==> src/rtl/ramsdp_fifo_ctrl.sv <==
// ---------------------------------------------------------------------------
// ramsdp_fifo_ctrl
// Synchronous FIFO controller in front of an external simple-dual-port RAM
// (port A write, port B registered read with 1-cycle latency). Keeps only the
// pointers, the occupancy and the flags; the RAM holds the data.
//
// Ports
//   clk, nreset            clock, asynchronous active-low reset
//   clear                  synchronous flush
//   in_valid/in_data       push stream; in_ready (registered) = not full
//   out_valid/out_data     pop stream head; out_valid registered
//   out_ready              consumer accepts head
//   count                  committed occupancy 0..DEPTH (registered)
//   mem_we/mem_addr_a/mem_din   RAM port A write (combinational)
//   mem_addr_b/mem_dout_b       RAM port B read address / registered data
// ---------------------------------------------------------------------------
module ramsdp_fifo_ctrl #(
    parameter int unsigned DW = 32,
    parameter int unsigned AW = 6
) (
    input  logic          clk,
    input  logic          nreset,
    input  logic          clear,
    input  logic          in_valid,
    input  logic [DW-1:0] in_data,
    output logic          in_ready,
    output logic          out_valid,
    output logic [DW-1:0] out_data,
    input  logic          out_ready,
    output logic [AW:0]   count,
    output logic          mem_we,
    output logic [AW-1:0] mem_addr_a,
    output logic [DW-1:0] mem_din,
    output logic [AW-1:0] mem_addr_b,
    input  logic [DW-1:0] mem_dout_b
);

    localparam int unsigned CW    = AW + 1;
    localparam int unsigned DEPTH = 2 ** AW;
    localparam logic [CW-1:0] FULL_CNT = CW'(DEPTH);

    logic [AW-1:0] r_wr_ptr;
    logic [AW-1:0] r_rd_ptr;
    logic [CW-1:0] r_count;
    logic          r_in_ready;
    logic          r_out_valid;

    logic          w_push;
    logic          w_pop;
    logic [CW-1:0] w_count_next;
    logic [CW-1:0] w_count_drain;

    // Handshakes; clear overrides both. nreset gates the write strobe so the
    // RAM is never written while reset is held.
    always_comb begin
        w_push        = in_valid & r_in_ready & ~clear & nreset;
        w_pop         = r_out_valid & out_ready & ~clear;
        w_count_next  = r_count + CW'(w_push) - CW'(w_pop);
        // Only entries committed before this cycle may become the next head:
        // a same-address write/read on the RAM returns stale data.
        w_count_drain = r_count - CW'(w_pop);
    end

    // RAM port drive; port B looks ahead to the entry that will be the head.
    always_comb begin
        mem_we     = w_push;
        mem_addr_a = r_wr_ptr;
        mem_din    = in_data;
        mem_addr_b = r_rd_ptr + AW'(w_pop);
    end

    // Pointer, occupancy and flag registers.
    always_ff @(posedge clk or negedge nreset) begin
        if (!nreset) begin
            r_wr_ptr    <= '0;
            r_rd_ptr    <= '0;
            r_count     <= '0;
            r_in_ready  <= 1'b1;
            r_out_valid <= 1'b0;
        end else if (clear) begin
            r_wr_ptr    <= '0;
            r_rd_ptr    <= '0;
            r_count     <= '0;
            r_in_ready  <= 1'b1;
            r_out_valid <= 1'b0;
        end else begin
            r_wr_ptr    <= r_wr_ptr + AW'(w_push);
            r_rd_ptr    <= r_rd_ptr + AW'(w_pop);
            r_count     <= w_count_next;
            r_in_ready  <= (w_count_next != FULL_CNT);
            r_out_valid <= (w_count_drain != '0);
        end
    end

    assign in_ready  = r_in_ready;
    assign out_valid = r_out_valid;
    assign out_data  = mem_dout_b;
    assign count     = r_count;

endmodule

==> config.mk <==
export PLATFORM = sky130hd
export DESIGN_NAME = ramsdp_fifo_ctrl
export DESIGN_NICKNAME = d
export VERILOG_FILES = /design/src/rtl/ramsdp_fifo_ctrl.sv
export SDC_FILE = /design/constraint.sdc
export NUM_CORES = 1
export LEC_CHECK = 0
export BUFFER_PORTS_ARGS = -buffer_cell sky130_fd_sc_hd__buf_2
export CAP_MARGIN = 20
export CORE_UTILIZATION = 37
export CTS_BUF_LIST = sky130_fd_sc_hd__clkbuf_16
export DETAILED_ROUTE_END_ITERATION = 10
export GPL_TIMING_DRIVEN = 0
export PLACE_DENSITY = 0.89
export SLEW_MARGIN = 20
export SYNTH_ARGS = -nofsm -noshare
export SYNTH_HDL_FRONTEND = slang
export SYNTH_SLANG_ARGS = --single-unit
==> constraint.sdc <==
create_clock -name clk -period 7.2 [get_ports clk]
set_input_delay 0.72 -clock clk [delete_from_list [all_inputs] [get_ports clk]]
set_output_delay 0.72 -clock clk [all_outputs]
set_load 0.05 [all_outputs]
==> impl_results.md <==
* Pwr Density at 300.3 mW/mm2
* Antenna Cells at 0
* CP max stage delay at 0.52 ns
* CP bufs+invs at 4
* Clk_lat worst skew at 0.25 ns
* Remaining DRCs at 26
* Total Routed Length at 3906 um
* RD Place Congestion at 0.7423
* Sink Count at 21
* Peak Freq at 279.3 MHz
* Reg area at 526.8 um2
* Area leader, netlist: dfrtp_1
* Post-route cell area at 0.002335 mm2
* Row cnt at 24
* Status: finished with violations
* Final Util at 0.5253
* Fillers at 406
* Predominant post-synthesis flop cell: dfrtp_1
* Port Buf Inserts at 90
* Worst setup SP type: input pin
* Ys async rst share at 1.000
* Netlist cell types at 33
* Core ar. at 0.004444 mm2
* Req. time, crit path at 7.36 ns
* Die Span Y at 70.59 um
* LEAKAGE at 0.001347 uW
* DP HPWL at 3260 um
* Resized cells post-CTS at 0
* Post-CTS Setup Bufs at 0
* Ports at 155
* Pin count of the biggest net entering global routing at 23
* Fin crit share at 0.4973
* Sequential area share after synthesis at 0.3027
* Worst Setup SP: clear
* Area post-placement at 0.002256 mm2
* Crit. End Element: flip-flop
* H-tree levels at 1
* Crit-path max FO at 10
* Leading cell types in the layout, fill and taps excluded: buf_2 (90), buf_4 (64), dfrtp_1 (20), ha_1 (16)
* Largest family of logic cells by synthesized area: buffers and inverters
* Critical path class: in2reg
* Max_slew headroom at 0.6783
* CTS Buffer Depth at 2
* Total gr overflow at 0
* Seq cells post-synth at 21
* Clk_skew at 0.002294 ns
* Syn_nets at 275
* Vias/cell at 4.516
* Clk slew on worst S/H paths at 0.05 ns
* Syn. warnings at 0
* Cts hold-fix bufs at 0
* Multi-input logic area at 676.9 um2
* Area contributors post-synth: dfrtp_1 (29%), buf_4 (28%), ha_1 (12%), xnor2_1 (4.5%), nor2b_1 (3.2%)
* Antenna violations before repair at 0
* Mean Syn Cell Area at 9.209 um2
* Reg2reg start: in_ready
* Compound-cell area share of the yosys netlist at 0.06111
* Crit path time final at 3.581 ns
* Post-synthesis simple-gate area fraction at 0.1308
* Fin nets at 370
* DRT iter0 DRCs at 49
* Critical path arrival at 3.74 ns
* Drt pass-1 iters at 7
* Synth-to-Final Area Change at 34.15%
* Syn Inst Count at 189
* Number of flops mapped to enable cells by yosys at 0
* DP Cell Count at 331
* Final hold vios at 0
* First-pass GRT wire length at 5982 um
* Post-Synth Adder-Cell Area at 0.1265
* CTS tree: built
* MaxCap Viol Count at 0
* Least-Margin Pin Slew at 0.4825 ns
* Setup TNS at 0 ns
* HP Class: in2async
* Routed len/inst at 11.66 um
* CP delay by family, top: simple AND/OR/NAND/NOR gates
* Violated checks: design-rule violations
* Layout cell share with drive strength beyond 1 at 0.5689
* Initial Util at 0.3916
* Vias at 1513
* Max VDD drop at 0.0001777 V
* Vias in the first global route at 1357
* Post-synthesis xor/xnor area fraction at 0.07045
* Mapped Area at 0.001740 mm2
* Final setup vio count at 0
* Antenna Nets Post-Route at 0
* DIE AREA at 0.004982 mm2
* RSZ-0062 raised after global routing: false
* Tot GR Track Use at 0.1492
* CTS root buffer: clkbuf_16
* Post-synth top area share at 0.2876
* CTS Buf Count at 3
* Worst-path cell chain: buf_2 > clkbuf_1 > nor2_1 > ha_1 > inv_1 > ha_1 > inv_1 > fa_1 > o21bai_1 > nor4b_1 > nor3_2 > xnor2_1 > or4b_1
* Final cell count without fillers at 335
* Most common cell after layout, fill and taps aside: buf_2
* Slowest-stage cell, CP: or4b_1
* Count of final max-slew check failures at 0
* Chip width at 70.59 um
* Multiplexer share of the synthesized area at 0
## power by group
group / switching [uW] / internal, uW / total (uW)
sequential: 18.8 / 138 / 157
clock: 39.5 / 73.8 / 113
combinational: 282 / 150 / 431
total: 340 / 361 / 701
## cell usage after synthesis (2+ instances only)
cell type  instances
buf_4             64
dfrtp_1           20
ha_1              16
nor2_1            14
inv_1             13
nor2b_1            9
xnor2_1            9
nand3_1            5
xor2_1             5
a21oi_1            4
nand2_1            4
clkbuf_1           2
o21ai_0            2
o21bai_1           2
o22ai_1            2
## cell type report
cell class | count | share of cell area
plain buffers | 66 | 0.2090
inverters | 13 | 0.02090
multi-input cells | 89 | 0.2899
flip-flops and latches | 21 | 0.2256
well taps | 52 | 0.02787
clock inverters | 1 | 0.001608
repair buffers | 90 | 0.1929
clock buffers | 3 | 0.03215
## routing by layer
metal,global-route usage,part of all wire
met5,0,0
met4,0.04667,0.0036
met3,0.01852,0.092
met2,0.3010,0.55
met1,0.1600,0.36
## path summary, 6_finish.rpt
check	end	slack, ns	depth (start not counted)
min in group clk	mem_addr_a[5]	0.57	2
min	count[0]	0.43	1
max in group asynchronous	in_ready	6.43	1
min reg2reg	mem_addr_a[5]	0.57	2
max reg2reg	in_ready	4.12	11
max	in_ready	3.62	13
## cells by family after synthesis
group	count (synthesis)
AOI/OAI and AO/OA	16
xor gates and xnor gates	14
DFF	21
buffers and inverters	79
adders and majority gates	17
and+or+nand+nor	42
## worst register-to-register path, stage by stage (launching register included)
cell      delay [ns]
dfstp_2         0.54
nand4b_1        0.13
ha_1            0.33
inv_1           0.05
ha_1            0.18
inv_1           0.06
fa_1            0.41
o21bai_1        0.18
nor4b_1         0.33
nor3_2          0.10
xnor2_1         0.16
or4b_1          0.52
## stage by stage
step                hold WS [ns]  power [uW]  setup slack (ns)
CTS                       0.4393       706.4             3.610
floorplan                 0.4244       501.8             3.957
global route              0.4662       746.1             3.411
finish                    0.4250       701.2             3.619
global placement          0.5294       573.7             3.466
detailed placement        0.5496       589.5             3.402
## flip-flops by register name, indices dropped and copies added, names as in the netlist
| register | flops |
|---|---|
| mem_addr_a | 6 |
| out_valid | 1 |
| count | 7 |
| r_rd_ptr | 6 |
| in_ready | 1 |
No activity file was read; power rests on OpenSTA's default activity.
